### config.mk
export PLATFORM = sky130hd
export DESIGN_NAME = accel_round_gen
export DESIGN_NICKNAME = d
export VERILOG_FILES = /design/src/rtl/accel_round_gen.sv
export SDC_FILE = /design/constraint.sdc
export NUM_CORES = 1
export LEC_CHECK = 0
export CAP_MARGIN = 10
export CORE_ASPECT_RATIO = 1.4
export CORE_UTILIZATION = 59
export CTS_CLUSTER_DIAMETER = 30
export DETAILED_ROUTE_END_ITERATION = 10
export PLACE_DENSITY_LB_ADDON = 0.1
export SLEW_MARGIN = 20
export SYNTH_ARGS = -nofsm -noshare
export SYNTH_HDL_FRONTEND = slang
export SYNTH_SLANG_ARGS = --single-unit
### constraint.sdc
create_clock -name clk -period 3.8 [get_ports clk]
set_clock_uncertainty 0.1 [all_clocks]
set_input_delay 0.76 -clock clk [delete_from_list [all_inputs] [get_ports clk]]
set_output_delay 0.76 -clock clk [all_outputs]
set_load 0.01 [all_outputs]
### src/rtl/accel_round_gen.sv
// Accelerometer round generator: gathers one x/y/z sample set, publishes it,
// and holds roundDD high for a fixed window so another clock domain can capture.
module accel_round_gen #(
   parameter int unsigned HOLD_CYCLES = 8,
   parameter int unsigned GAP_CYCLES  = 4
) (
   input  logic        clk,
   input  logic        reset,
   input  logic        start,
   input  logic        sample_valid,
   input  logic [1:0]  sample_axis,
   input  logic [11:0] sample_data,
   output logic [11:0] x_acc_reg_temp,
   output logic [11:0] y_acc_reg_temp,
   output logic [11:0] z_acc_reg_temp,
   output logic        roundDD,
   output logic        busy,
   output logic        overrun,
   output logic [7:0]  round_cnt
);

   typedef enum logic [1:0] {
      S_IDLE,
      S_COLLECT,
      S_HOLD,
      S_GAP
   } state_t;

   localparam logic [7:0] HOLD_LD = 8'(HOLD_CYCLES - 1);
   localparam logic [7:0] GAP_LD  = 8'(GAP_CYCLES - 1);

   state_t      state_q;
   logic [2:0]  mask_q, mask_d;
   logic [7:0]  cnt_q;
   logic [11:0] sx_q, sy_q, sz_q;
   logic [11:0] sx_d, sy_d, sz_d;
   logic [11:0] px_q, py_q, pz_q;
   logic        dd_q;
   logic        ovr_q;
   logic [7:0]  rcnt_q;
   logic        hit;
   logic        complete;

   // A strobe on axis 3 is never a real sample.
   always_comb begin
      hit      = sample_valid && (sample_axis != 2'd3);
      mask_d   = mask_q;
      sx_d     = sx_q;
      sy_d     = sy_q;
      sz_d     = sz_q;
      if (hit) begin
         mask_d = mask_q | (3'b001 << sample_axis);
         unique case (1'b1)
            sample_axis == 2'd0: sx_d = sample_data;
            sample_axis == 2'd1: sy_d = sample_data;
            default:             sz_d = sample_data;
         endcase
      end
      complete = &mask_d;
   end

   always_ff @(posedge clk or negedge reset) begin
      if (!reset) begin
         state_q <= S_IDLE;
         mask_q  <= 3'b000;
         cnt_q   <= 8'd0;
         sx_q    <= 12'd0;
         sy_q    <= 12'd0;
         sz_q    <= 12'd0;
         px_q    <= 12'd0;
         py_q    <= 12'd0;
         pz_q    <= 12'd0;
         dd_q    <= 1'b0;
         ovr_q   <= 1'b0;
         rcnt_q  <= 8'd0;
      end else begin
         case (state_q)
            S_IDLE: begin
               if (start) begin
                  state_q <= S_COLLECT;
                  mask_q  <= 3'b000;
                  ovr_q   <= 1'b0;
                  cnt_q   <= 8'd0;
               end
            end
            S_COLLECT: begin
               if (!start) begin
                  state_q <= S_IDLE;
                  mask_q  <= 3'b000;
                  cnt_q   <= 8'd0;
               end else begin
                  sx_q   <= sx_d;
                  sy_q   <= sy_d;
                  sz_q   <= sz_d;
                  mask_q <= mask_d;
                  if (complete) begin
                     px_q    <= sx_d;
                     py_q    <= sy_d;
                     pz_q    <= sz_d;
                     dd_q    <= 1'b1;
                     rcnt_q  <= rcnt_q + 8'd1;
                     mask_q  <= 3'b000;
                     state_q <= S_HOLD;
                     cnt_q   <= HOLD_LD;
                  end
               end
            end
            S_HOLD: begin
               if (hit) ovr_q <= 1'b1;
               if (cnt_q == 8'd0) begin
                  dd_q    <= 1'b0;
                  state_q <= S_GAP;
                  cnt_q   <= GAP_LD;
               end else begin
                  cnt_q <= cnt_q - 8'd1;
               end
            end
            S_GAP: begin
               if (hit) ovr_q <= 1'b1;
               if (cnt_q == 8'd0) begin
                  state_q <= start ? S_COLLECT : S_IDLE;
                  mask_q  <= 3'b000;
                  cnt_q   <= 8'd0;
               end else begin
                  cnt_q <= cnt_q - 8'd1;
               end
            end
            default: begin
               state_q <= S_IDLE;
               mask_q  <= 3'b000;
               cnt_q   <= 8'd0;
               dd_q    <= 1'b0;
            end
         endcase
      end
   end

   assign x_acc_reg_temp = px_q;
   assign y_acc_reg_temp = py_q;
   assign z_acc_reg_temp = pz_q;
   assign roundDD        = dd_q;
   assign busy           = (state_q != S_IDLE);
   assign overrun        = ovr_q;
   assign round_cnt      = rcnt_q;

endmodule

==> results of run 1 <==
layer usage:
metal  GRT usage  vias up  share of wire
met2       0.372       78           0.48
li1            -     1374              -
met3      0.0550       17          0.036
met5           0        -              0
met4       0.107        0          0.025
met1       0.334     1500           0.46
flip-flops by register name, indices dropped and copies added (netlist names), named ones only:
name / count
roundDD: 1
overrun: 1
mask_q: 3
z_acc_reg_temp: 12
sz_q: 12
x_acc_reg_temp: 12
round_cnt: 8
cnt_q: 8
sy_q: 12
sx_q: 12
y_acc_reg_temp: 12
state_q: 1
layout make-up:
type | count | area [sq um] | share of cell area
clock buffers | 14 | 183 | 0.0337
repair buffers | 76 | 728 | 0.134
inverters | 7 | 26.3 | 0.00485
well taps | 97 | 121 | 0.0224
flip-flops and latches | 95 | 2380 | 0.439
multi-input cells | 223 | 1980 | 0.366
logic make-up (layout without fill, tap and decap cells):
| kind of cell | after synthesis | in the layout | synth area share |
|---|---|---|---|
| AO/OA/AOI/OAI | 59 | 59 | 0.0848 |
| XOR/XNOR | 9 | 9 | 0.0176 |
| adder cells (fa/ha/maj) | 3 | 3 | 0.00836 |
| buffers and inverters | 25 | 97 | 0.0290 |
| flip-flops | 95 | 95 | 0.530 |
| multiplexers | 99 | 99 | 0.258 |
| AND/OR/NAND/NOR | 53 | 53 | 0.0725 |
cells in the final DEF, fill, tap and decap left out, drive strengths merged, types with 2 or more instances in the layout:
master / n
buf: 13
a21bo: 2
nor3: 4
a31oi: 9
mux2: 86
dfrtp: 95
or2: 3
nand3: 5
a21oi: 9
nor4: 3
nor2: 7
nand4: 2
a21o: 2
nor2b: 2
clkdlybuf4s50: 63
nand3b: 4
o21ai: 27
xor2: 6
xnor2: 3
nor3b: 4
ha: 3
a2bb2oi: 2
mux2i: 13
and2: 2
nand2: 14
clkbuf: 14
inv: 6
stage by stage:
step / instance area [sq um] / std cells / hold WS (ps) / setup slack, ps
3_5_place_dp: 5230 / 498 / 359 / 660
3_3_place_gp: 5230 / 498 / 357 / 718
4_1_cts: 5420 / 512 / 373 / 1040
5_1_grt: 5420 / 512 / 405 / 834
2_1_floorplan: 4490 / 343 / 351 / 1390
6_report: 5420 / 512 / 370 / 1030
synth_stat cells (all sizes together), types with 5 or more instances:
cell    number
nor2         7
inv          6
xor2         6
clkbuf       7
o21ai       27
nand3        5
dfrtp       95
buf         11
mux2        86
a31oi        9
mux2i       13
a21oi        9
nand2       14
worst register-to-register path, cell delays in order, from the launching register on:
cell and delay (ps):
dfrtp_1 560, nand3b_1 260, a21o_1 280, nor2_8 490, mux2_2 410
where the power goes:
group          internal, mW  switching [mW]
clock                 0.304           0.328
sequential             1.01         0.00173
combinational        0.0337          0.0464
final timing paths:
path                       depth (start not counted)  slack (ps)           start            endpoint
min                                                1         370    round_cnt[7]        round_cnt[7]
max reg2reg                                        4        1580      state_q[0]  z_acc_reg_temp[10]
min in group asynchronous                          1         430           reset            cnt_q[5]
max                                                5        1030  sample_axis[0]            cnt_q[0]
min reg2reg                                        1         370    round_cnt[7]        round_cnt[7]
max in group asynchronous                          2        2420           reset   z_acc_reg_temp[1]
==> impl_metrics.csv, run 1 <==
group,metric,value,unit
clock_tree,ctsHoldBuffers,0,
floorplanning,rows,37,
worst_setup_path,path_buf_inv,1,
floorplanning,die-area,0.00796,sq mm
clock_tree,post_cts_resized,0,
floorplanning,start_util,0.610,
power,power,1.72,mW
worst_setup_path,cp_slowest_stage_delay,580,ps
cells_and_area,diodes,0,
yosys,synth-seq-area-share,0.530,
timing,hold_viol,0,
timing,drv_slew,0,
cells_and_area,finalCoreUtilization,0.736,
worst_setup_path,arrival,2870,ps
place,port_buffers,64,
clock_tree,cts_buffers,9,
floorplanning,die_x,75.7,microns
timing,setup-tns-final,0,ps
grt,grt_pass1_vias,3007,
timing,tightest_slew,960,ps
floorplanning,pin_count,65,
detailed_routing,vias,2969,
detailed_routing,ant_nets,0,
detailed_routing,finalWirelength,8.81,mm
cells_and_area,fin_nets,433,
yosys,syn_inst,343,
grt,antenna_found_initial,0,
cells_and_area,synthToLayoutAreaGrowth,20.7,%
yosys,syn-cell-area,0.00449,sq mm
detailed_routing,drtIter0Drc,169,
yosys,synth_top_area_cell,"dfrtp_1",
clock_tree,htree_num_levels,3,
yosys,synthArstFlopShare,1.00,
timing,setup_viol,0,
worst_setup_path,cpMaxStageDelayCell,"clkdlybuf4s50_1",
worst_setup_path,path_delay_family,"compound AO/OA/AOI/OAI gates",
power,vdd_drop_max,0.000231,V
yosys,synth.net_count,364,
clock_tree,cts_setup_buffers,0,
timing,fmax,361,MHz
yosys,ys.flop_type,"dfrtp_1",
worst_setup_path,critical_path.endpoint_type,"flop",
job,drv_cap,0,
timing,period_needed,2770,ps
grt,grt_pass1_wl,14.6,mm
detailed_routing,wire_per_inst,17.2,microns
yosys,synth_area_leaders,"dfrtp_1 (53%), mux2_2 (17%), mux2_4 (5.4%)",
clock_tree,clkLatencyLatePin,360,ps
clock_tree,cts_tree,"yes",
worst_setup_path,crit_chain,"clkdlybuf4s50_1 > mux2_2 > a32oi_4 > or2_1 > o221ai_1",
yosys,synth_edf_count,0,
clock_tree,root_buffer,"clkbuf_8",
worst_setup_path,cp_max_fo,15,
clock_tree,clock-sinks,95,
place,dp_hpwl,5.80,mm
yosys,synth.avg_cell_area,13.1,sq um
detailed_routing,drc,0,
yosys,yosys_warnings,0,
floorplanning,core_area,0.00736,sq mm
timing,rsz0062_at_grt,"false",
detailed_routing,first_pass_iters,4,
clock_tree,cts_buffer_depth,2,
worst_hold_path,holdCritPathClass,"flop to flop",
worst_setup_path,crit_required,3910,ps
worst_setup_path,critPathLaunchType,"input port",
place,gp_congestion,0.800,
yosys,synth_cell_type_count,48,
timing,finalCritPeriodShare,0.728,
grt,gr-total-overflow,0,
clock_tree,clkSlewWorstSetupHoldPaths,90,ps
cells_and_area,drive_above_1_share,0.294,
worst_setup_path,critical_path_class,"input port to flop",
grt,gr-usage-all-layers,0.245,
detailed_routing,viasPerCell,5.80,
cells_and_area,n_fill_cell,509,
power,p_leak,2.57,nW
yosys,yosys.area.top_type_share,0.530,
floorplanning,fp.dieH,105,microns
status,outcome,"finished clean",
grt,grt_max_degree,79,
timing,relSlewSlack,0.360,
power,power.density,318,mW/mm^2
yosys,yosys_register_bits,95,
Power figures use the tool's default switching activity.
==> run 2: changes to the inputs <==
--- a/config.mk
+++ b/config.mk
@@ -7,7 +7,7 @@
 export LEC_CHECK = 0
 export CAP_MARGIN = 10
 export CORE_ASPECT_RATIO = 1.4
-export CORE_UTILIZATION = 59
+export CORE_UTILIZATION = 54
 export CTS_CLUSTER_DIAMETER = 30
 export DETAILED_ROUTE_END_ITERATION = 10
 export PLACE_DENSITY_LB_ADDON = 0.1
==> constraint.sdc (replaced) <==
create_clock -name clk -period 2.7 [get_ports clk]
set_clock_uncertainty 0.1 [all_clocks]
set_input_delay 0.54 -clock clk [delete_from_list [all_inputs] [get_ports clk]]
set_output_delay 0.54 -clock clk [all_outputs]
set_load 0.01 [all_outputs]
==> impl_metrics.csv, run 2 (synthesized netlist as in run 1, its figures left out) <==
group,metric,value,unit
status,outcome,"finished clean",
clock_tree,ctsHoldBuffers,0,
timing,rsz0062_at_grt,"false",
worst_setup_path,r2r-start,"state_q[0]",
clock_tree,cts_buffer_depth,2,
cells_and_area,multi_input_area,0.00198,sq mm
timing,drv_slew,0,
worst_setup_path,cp_slowest_stage_delay,540,ps
cells_and_area,final_common_cell,"dfrtp_1",
worst_hold_path,holdCritPathClass,"input port to asynchronous set/reset pin",
worst_setup_path,cpMaxStageDelayCell,"nor2_8",
cells_and_area,fin_nets,443,
cells_and_area,final_cell_mix,"dfrtp_1 (95), mux2_2 (68), clkdlybuf4s50_1 (63), buf_4 (22), o21ai_0 (20)",
worst_setup_path,r2r_end,"z_acc_reg_temp[6]",
detailed_routing,viasPerCell,5.74,
worst_setup_path,reg2reg_depth,4,
power,power.density,481,mW/mm^2
detailed_routing,first_pass_iters,4,
worst_setup_path,arrival,2390,ps
detailed_routing,wire_per_inst,17.6,microns
worst_setup_path,cp-startpoint,"sample_axis[0]",
timing,hold_viol,0,
timing,fmax,440,MHz
grt,grt_pass1_vias,2991,
cells_and_area,finalNonFillerCells,527,
floorplanning,fp.dieH,110,microns
grt,gr-total-overflow,0,
cells_and_area,drive_above_1_share,0.308,
timing,setup-tns-final,0,ps
grt,antenna_found_initial,0,
grt,gr-usage-all-layers,0.229,
grt,grt_max_degree,44,
worst_setup_path,crit_chain,"clkdlybuf4s50_1 > mux2_2 > a32oi_4 > nor2_8 > mux2_2",
cells_and_area,diodes,0,
floorplanning,pin_count,65,
worst_setup_path,critPathLaunchType,"input port",
cells_and_area,synthToLayoutAreaGrowth,24.6,%
place,place_area,0.00533,sq mm
worst_setup_path,crit_path_end,"z_acc_reg_temp[6]",
worst_setup_path,crit_top_cell,"mux2_2",
timing,holdWs,100,ps
timing,finalCritPeriodShare,0.842,
floorplanning,die-area,0.00869,sq mm
place,dp_hpwl,6.29,mm
power,vdd_drop_max,0.000389,V
timing,relSlewSlack,0.576,
cells_and_area,n_fill_cell,621,
cells_and_area,register_area,0.00238,sq mm
clock_tree,htree_num_levels,3,
clock_tree,cts_setup_buffers,0,
worst_setup_path,critical_path.endpoint_type,"flop",
clock_tree,root_buffer,"clkbuf_16",
detailed_routing,vias,3023,
floorplanning,die_x,79.1,microns
floorplanning,start_util,0.554,
cells_and_area,finalInstanceArea,0.00559,sq mm
worst_setup_path,critical_path_class,"input port to flop",
clock_tree,post_cts_resized,0,
place,port_buffers,64,
detailed_routing,drc,0,
grt,grt_pass1_wl,15.0,mm
place,dp.cells,513,
detailed_routing,finalWirelength,9.27,mm
floorplanning,rows,39,
clock_tree,cts_tree,"yes",
detailed_routing,ant_nets,0,
floorplanning,core_area,0.00810,sq mm
timing,tightest_slew,631,ps
clock_tree,clkLatencyLatePin,330,ps
power,p_leak,2.66,nW
clock_tree,clock-sinks,95,
worst_setup_path,crit_required,2810,ps
timing,period_needed,2270,ps
job,drv_cap,0,
worst_setup_path,cp_max_fo,27,
timing,setup_viol,0,
clock_tree,cts_buffers,9,
detailed_routing,drtIter0Drc,178,
clock_tree,clkSlewWorstSetupHoldPaths,60,ps
place,gp_congestion,0.822,
worst_setup_path,regToRegSetupSlack,640,ps
[run 2: cell count changes in the layout (fill, tap and decap cells not counted)]
cell	before	now
buf_12	0	1
buf_4	13	22
clkbuf_1	1	2
clkbuf_16	0	9
clkbuf_8	13	2
clkinv_2	0	1
[run 2: through the flow]
stage,power [mW],setup WS (ps),util
after floorplan,1.49,515,-
after global placement,1.57,128,0.658
after detailed placement,1.58,67.1,0.658
after CTS,2.72,416,0.690
after global routing,2.79,337,0.690
final,2.69,426,0.690
[run 2: metal layers]
metal,GRT usage,wire [microns],up-vias
met5,0,0,-
met4,0.0857,143,0
met3,0.0332,247,9
met2,0.398,4870,61
met1,0.289,4010,1553
li1,-,-,1400
[run 2: final cells by class]
| cell class | instances | share of cell area |
|---|---|---|
| repair buffers | 86 | 0.146 |
| multi-input cells | 223 | 0.354 |
| flip-flops and latches | 95 | 0.425 |
| well taps | 102 | 0.0228 |
| inverters | 7 | 0.00470 |
| clock buffers | 13 | 0.0465 |
| clock inverters | 1 | 0.000895 |
[run 2: power breakdown]
part | total (mW) | switching (mW) | internal, mW | leakage [nW]
registers | 1.43 | 0.00235 | 1.42 | 1.30
logic | 0.121 | 0.0682 | 0.0533 | 1.23
clock network | 1.14 | 0.481 | 0.663 | 0.132
total | 2.69 | 0.552 | 2.14 | 2.66
[run 2: critical path: cells and delay by family]
kind | cells | cell delay, ps
compound gates | 1 | 160
simple gates | 1 | 540
buf+inv | 1 | 460
mux | 2 | 680
[run 2: worst min-delay path by stage]
| stage | start | end |
|---|---|---|
| 2_1_floorplan | reset | asynchronous set/reset pin |
| 3_3_place_gp | round_cnt[7] | round_cnt[7] |
| 3_5_place_dp | round_cnt[7] | round_cnt[7] |
| 4_1_cts | reset | x_acc_reg_temp[4] |
| 5_1_grt | reset | x_acc_reg_temp[4] |
| 6_report | reset | x_acc_reg_temp[4] |
==> run 3: changes to the inputs <==
==> constraint.sdc (replaced) <==
create_clock -name clk -period 2.2 [get_ports clk]
set_clock_uncertainty 0.1 [all_clocks]
set_input_delay 0.44 -clock clk [delete_from_list [all_inputs] [get_ports clk]]
set_output_delay 0.44 -clock clk [all_outputs]
set_load 0.01 [all_outputs]
==> impl_metrics.csv, run 3 (synthesized netlist as in run 1, its figures left out) <==
group,metric,value,unit
clock_tree,cts_buffers,9,
floorplanning,die-area,0.00869,sq mm
detailed_routing,wire_per_inst,17.7,microns
power,power.density,583,mW/mm^2
timing,finalCritPeriodShare,0.975,
clock_tree,cts_setup_buffers,0,
grt,gr-usage-all-layers,0.239,
detailed_routing,viasPerCell,5.61,
timing,rsz0062_at_grt,"true",
floorplanning,start_util,0.554,
timing,setup_viol,0,
cells_and_area,final_common_cell,"dfrtp_1",
timing,fmax,466,MHz
clock_tree,clkSlewWorstSetupHoldPaths,60,ps
clock_tree,clock-sinks,95,
worst_hold_path,holdCritPathClass,"flop to flop",
floorplanning,fp.dieH,110,microns
timing,hold_viol,0,
worst_setup_path,critical_path.endpoint_type,"flop",
clock_tree,clkLatencyLatePin,340,ps
cells_and_area,fin_nets,456,
worst_setup_path,cp_max_fo,27,
floorplanning,pin_count,65,
cells_and_area,final_cell_mix,"dfrtp_1 (95), mux2_2 (68), clkdlybuf4s50_1 (62), buf_4 (34), o21ai_0 (20)",
place,port_buffers,64,
clock_tree,root_buffer,"clkbuf_16",
power,vdd_drop_max,0.000437,V
detailed_routing,ant_nets,0,
clock_tree,cts_tree,"yes",
power,p_leak,2.73,nW
grt,antenna_found_initial,0,
timing,tightest_slew,616,ps
place,gp_congestion,0.808,
grt,gr-total-overflow,0,
timing,setup-tns-final,0,ps
worst_setup_path,critical_path_class,"input port to flop",
status,outcome,"finished clean",
detailed_routing,vias,3032,
floorplanning,core_area,0.00810,sq mm
timing,relSlewSlack,0.589,
clock_tree,htree_num_levels,3,
detailed_routing,drc,0,
place,dp_hpwl,6.50,mm
worst_setup_path,crit_required,2320,ps
grt,grt_max_degree,34,
timing,drv_slew,0,
cells_and_area,drive_above_1_share,0.326,
grt,grt_pass1_vias,3144,
detailed_routing,finalWirelength,9.55,mm
grt,grt_pass1_wl,15.5,mm
clock_tree,cts_buffer_depth,2,
cells_and_area,synthToLayoutAreaGrowth,26.9,%
detailed_routing,first_pass_iters,4,
detailed_routing,drtIter0Drc,150,
floorplanning,die_x,79.1,microns
place,dp.cells,525,
worst_setup_path,arrival,2260,ps
floorplanning,rows,39,
cells_and_area,diodes,0,
cells_and_area,finalNonFillerCells,540,
job,drv_cap,0,
timing,holdWs,382,ps
worst_setup_path,critPathLaunchType,"input port",
timing,period_needed,2150,ps
-- run 3: final cells by class --
cell class              instances  area (sq um)
repair buffers                 99           918
clock buffers                  13           260
well taps                     102           128
flip-flops and latches         95          2380
clock inverters                 1          5.00
inverters                       7          26.3
multi-input cells             223          1980
fillers                       601          2400
-- run 3: timing repair --
| action | 4_1_cts | 5_1_grt |
|---|---|---|
| setup endpoints to repair | 0 | 8 |
| resized for setup | 0 | 1 |
| hold buffers | 1 | 0 |
| hold endpoints to repair | 26 | 0 |
-- run 3: metrics by stage --
step | power, mW | util | setup WS, ps | area, sq um
4_1_cts | 3.36 | 0.703 | 14.5 | 5690
3_3_place_gp | 1.94 | 0.669 | -268 | 5420
6_report | 3.32 | 0.703 | 54.7 | 5700
5_1_grt | 3.44 | 0.703 | -17.0 | 5700
2_1_floorplan | 1.83 | - | 115 | 4490
3_5_place_dp | 1.94 | 0.669 | -307 | 5420
-- run 3: report_power, final --
group          internal (mW)  total [mW]  switching (mW)  leakage (nW)
Clock                  0.814        1.41           0.600         0.132
Sequential              1.75        1.75        0.000543          1.30
Combinational         0.0710       0.159          0.0883          1.29
-- run 3: critical path: stages --
cell	delay [ps]
clkdlybuf4s50_1	450
mux2_2	270
a32oi_4	150
nor2_8	530
mux2_2	410
-- run 3: final timing paths --
path / start / end / slack (ps) / depth (start not counted)
min in group asynchronous: reset / z_acc_reg_temp[4] / 470 / 2
worst min register to register: round_cnt[7] / round_cnt[7] / 380 / 1
max in group asynchronous: reset / y_acc_reg_temp[0] / 910 / 3
worst min-delay path: round_cnt[7] / round_cnt[7] / 380 / 1
worst max register to register: flop / z_acc_reg_temp[10] / 290 / 4
worst max-delay path: sample_axis[0] / z_acc_reg_temp[10] / 50 / 5
-- run 3: routing by layer --
metal	track usage	wire [microns]	up-vias	part of all wire
met5	0	0	-	0
met4	0.0870	136	0	0.014
met3	0.0473	291	8	0.030
met2	0.408	4980	49	0.52
met1	0.299	4140	1554	0.43
li1	-	-	1421	-
==> patch 1 (config.mk and constraints of run 3) <==
Put one more register stage on the output `round_cnt`, cleared by the reset. The value now appears one clock later. The other outputs are not delayed to match.
--- a/src/rtl/accel_round_gen.sv
+++ b/src/rtl/accel_round_gen.sv
@@ -142,5 +142,11 @@
    assign busy           = (state_q != S_IDLE);
    assign overrun        = ovr_q;
-   assign round_cnt      = rcnt_q;
+   always_ff @(posedge clk or negedge reset) begin
+      if (!reset) begin
+         round_cnt <= '0;
+      end else begin
+         round_cnt <= rcnt_q;
+      end
+   end
 
 endmodule
Behaviour: not the same (a bounded check fails within 10 cycles, from zero or initial values and one cycle with reset low).
==> patch 1 against run 3 <==
- synthesized area up 3.0%
- setup slack better by 78 ps
- sequential cell count up 8
- routed wire length down 6.0%
- non-clock buffer count down 3
- final area up 3.1%
- core utilization up 0.86 points
- sequential share of layout area up 2.2 points
Power is not compared: it rests on default switching activity, and its combinational part moved more than twofold at a synthesized area within 25%.
==> patch 1: results <==
export IMPL_grt_pass1_vias=3150
export IMPL_cp_arrival_ps=2180
export IMPL_yosysUniqueCellTypes=42
export IMPL_path_max_fanout=6
export IMPL_synth_compound_area_frac=0.0525
export IMPL_grt_pass1_wl_mm=15.2
export IMPL_yosys_warnings=0
export IMPL_status="completed"
export IMPL_final_nets=453
export IMPL_synth_nets=360
export IMPL_routed_wl_mm=8.98
export IMPL_synthTopCellsByArea="dfrtp_1, mux2_2, mux2_1, a21oi_1, xor2_1"
export IMPL_tightest_slew_ps=681
export IMPL_place_area_um2=5570
export IMPL_synthTopCellsByCount="dfrtp_1, mux2_2, a21oi_1"
export IMPL_cts_buffers=9
export IMPL_drive_gt1_frac=0.356
export IMPL_grt_max_degree=104
export IMPL_grt_usage=0.223
export IMPL_clkTransAtPathRegs_ps=60
export IMPL_dp_slack_ps=-460
export IMPL_synth_xor_area_frac=0.0152
export IMPL_clock_root_buffer="clkbuf_16"
export IMPL_first_pass_iters=6
export IMPL_routed_via_count=2969
export IMPL_fillers=577
export IMPL_diodes=0
export IMPL_dp_hpwl_mm=6.04
export IMPL_seq_area_frac_synth=0.557
export IMPL_place_gp_congestion=0.795
export IMPL_drt_initial_drc_count=133
export IMPL_synth_mux_area_frac=0.270
export IMPL_hold_class="in2async"
export IMPL_synthAdderAreaFrac=0.00812
export IMPL_io_buffers=64
patch 1: cell count changes after synthesis, moves of 6 or more:
cell,change
mux2_1,+6
mux2_2,+34
dfrtp_1,+8
mux2_4,-16
o21ai_0,-20
mux2i_1,-12
a21oi_1,+7
o21ai_1,-7
patch 1: per-layer routing:
| layer | share of wire | global-route usage | up-vias |
|---|---|---|---|
| li1 | - | - | 1410 |
| met1 | 0.45 | 0.283 | 1496 |
| met2 | 0.50 | 0.371 | 56 |
| met3 | 0.035 | 0.0516 | 7 |
| met4 | 0.015 | 0.0786 | 0 |
| met5 | 0 | 0 | - |
patch 1: timing repair:
action                                  4_1_cts  5_1_grt
buffers inserted                              1        0
endpoints found under the hold margin         0        0
resized for setup                             1        0
hold buffers                                  0        0
endpoints found under the setup margin       24        0
patch 1: final cells by class:
| cell class | instances | area [µm²] | area share |
|---|---|---|---|
| Clock buffer | 11 | 233 | 0.0397 |
| Sequential cell | 103 | 2580 | 0.439 |
| Inverter | 7 | 26.3 | 0.00448 |
| Multi-Input combinational cell | 215 | 1930 | 0.329 |
| Clock inverter | 4 | 47.5 | 0.00810 |
| Tap cell | 102 | 128 | 0.0217 |
| Timing Repair Buffer | 96 | 927 | 0.158 |
patch 1: worst max-delay path, cell delays in order:
cell,delay [ps]
clkdlybuf4s50_1,480
buf_4,150
nor3b_2,270
buf_4,210
mux2_2,340
mux2_1,290
patch 1: logic make-up after synthesis:
family,after synthesis
buffers and inverters,21
adders and majority gates,3
muxes,111
and+or+nand+nor,57
DFF,103
xor gates and xnor gates,8
AOI/OAI and AO/OA,36
patch 1: power breakdown:
part	switching, mW	leakage [nW]	internal, mW	total [mW]
registers	0.0982	1.38	2.09	2.18
logic	0.243	1.20	0.375	0.619
clock network	0.658	0.135	0.873	1.53
total	0.999	2.71	3.33	4.33
patch 1: final timing paths:
path | slack (ps) | endpoint | start | cells after the start
worst max-delay path | 130 | x_acc_reg_temp[4] | sample_valid | 6
worst min-delay path | 30 | cnt_q[4] | reset | 2
worst max register to register | 210 | cnt_q[5] | cnt_q[0] | 7
worst min register to register | 310 | round_cnt[7] | rcnt_q[7] | 0
max in group asynchronous | 1510 | mask_q[0] | reset | 2
min in group clk | 310 | round_cnt[7] | rcnt_q[7] | 0
patch 1: per-stage QoR:
stage          instances  utilization
2_1_floorplan        339            -
4_1_cts              538        0.712
3_5_place_dp         522        0.675
6_report             538        0.712
3_3_place_gp         521        0.673
5_1_grt              538        0.712
==> patch 2 (settings of run 3) <==
Without the edit above. The parameter `HOLD_CYCLES` goes from 8 to 6.
--- a/src/rtl/accel_round_gen.sv
+++ b/src/rtl/accel_round_gen.sv
@@ -2,5 +2,5 @@
 // and holds roundDD high for a fixed window so another clock domain can capture.
 module accel_round_gen #(
-   parameter int unsigned HOLD_CYCLES = 8,
+   parameter int unsigned HOLD_CYCLES = 6,
    parameter int unsigned GAP_CYCLES  = 4
 ) (
Check against the original RTL: same outputs for any inputs over 4 cycles, from zero or initial values and one cycle with reset low; that may be too few to reach the edited logic, so the function may still have changed.
==> patch 2 against run 3 <==
- setup slack improved by 54 ps
- synthesized cell count rose by 9.6%
- routed wire length fell by 7.6%
- largest power group unchanged
- combinational power fell by 7%
- final area fell by 4.6%
- sequential cell count did not move
- total power fell by 0.97%
- synthesized area fell by 4.2%
- largest cell class unchanged
- sequential power barely moved
- register-to-register slack improved by 100 ps
- global-route usage fell by 0.82 points
==> patch 2: results <==
export IMPL_layout_non_clock_inverters=9
export IMPL_place_area_um2=5180
export IMPL_drt_initial_drc_count=119
export IMPL_viasPerCell=5.56
export IMPL_synthCells=376
export IMPL_synthTopCellsByCount="dfrtp_1, nand2_1, o21ai_0"
export IMPL_yosysUniqueCellTypes=43
export IMPL_use_met3=0.0458
export IMPL_critical_path_class="reg2out"
export IMPL_met1_length_mm=3.77
export IMPL_wl_met2_mm=4.57
export IMPL_seq_area_frac_synth=0.553
export IMPL_synth_nets=397
export IMPL_status="completed"
export IMPL_cp_slowest_cell="dfrtp_2"
export IMPL_dp_hpwl_mm=6.02
export IMPL_grt_pass1_vias=3072
export IMPL_fillers=586
export IMPL_final_nets=475
export IMPL_synthTopCellsByArea="dfrtp_1, mux2_2, mux2i_1, o21ai_0, nand2_1"
export IMPL_leakage_nw=2.55
export IMPL_routed_wl_mm=8.83
export IMPL_grt_usage=0.230
export IMPL_seq_share=0.438
export IMPL_path_delay_family="buffers and inverters"
export IMPL_seq_cells=95
export IMPL_avgRoutedWirePerCell_um=15.8
export IMPL_clock_area_frac=0.0451
export IMPL_use_met2=0.388
export IMPL_multi_input_area_share=0.327
export IMPL_placed_cells=542
export IMPL_clk_latency_ps=360
==> patch 2: kinds of logic after synthesis <==
group,Yosys count,share of synthesized area
xor gates and xnor gates,7,0.0143
adders and majority gates,3,0.00873
DFF,95,0.553
buffers and inverters,29,0.0358
AOI/OAI and AO/OA,69,0.0908
and+or+nand+nor,99,0.114
muxes,74,0.183
==> patch 2: stage by stage <==
step	total power [mW]	hold slack (ps)	setup WS (ps)	setup TNS [ps]
floorplan	1.83	44.4	389	0
global placement	1.93	357	-104	-409
detailed placement	1.93	358	-188	-1340
CTS	3.32	374	50.2	0
global route	3.40	403	21.3	0
finish	3.29	368	109	0
==> patch 2: worst paths after layout <==
check | depth (start not counted) | endpoint
hold / removal | 1 | round_cnt[7]
setup reg to reg | 5 | cnt_q[5]
min in group asynchronous | 2 | round_cnt[4]
max in group asynchronous | 3 | sx_q[3]
setup / recovery | 3 | busy
hold reg to reg | 1 | round_cnt[7]
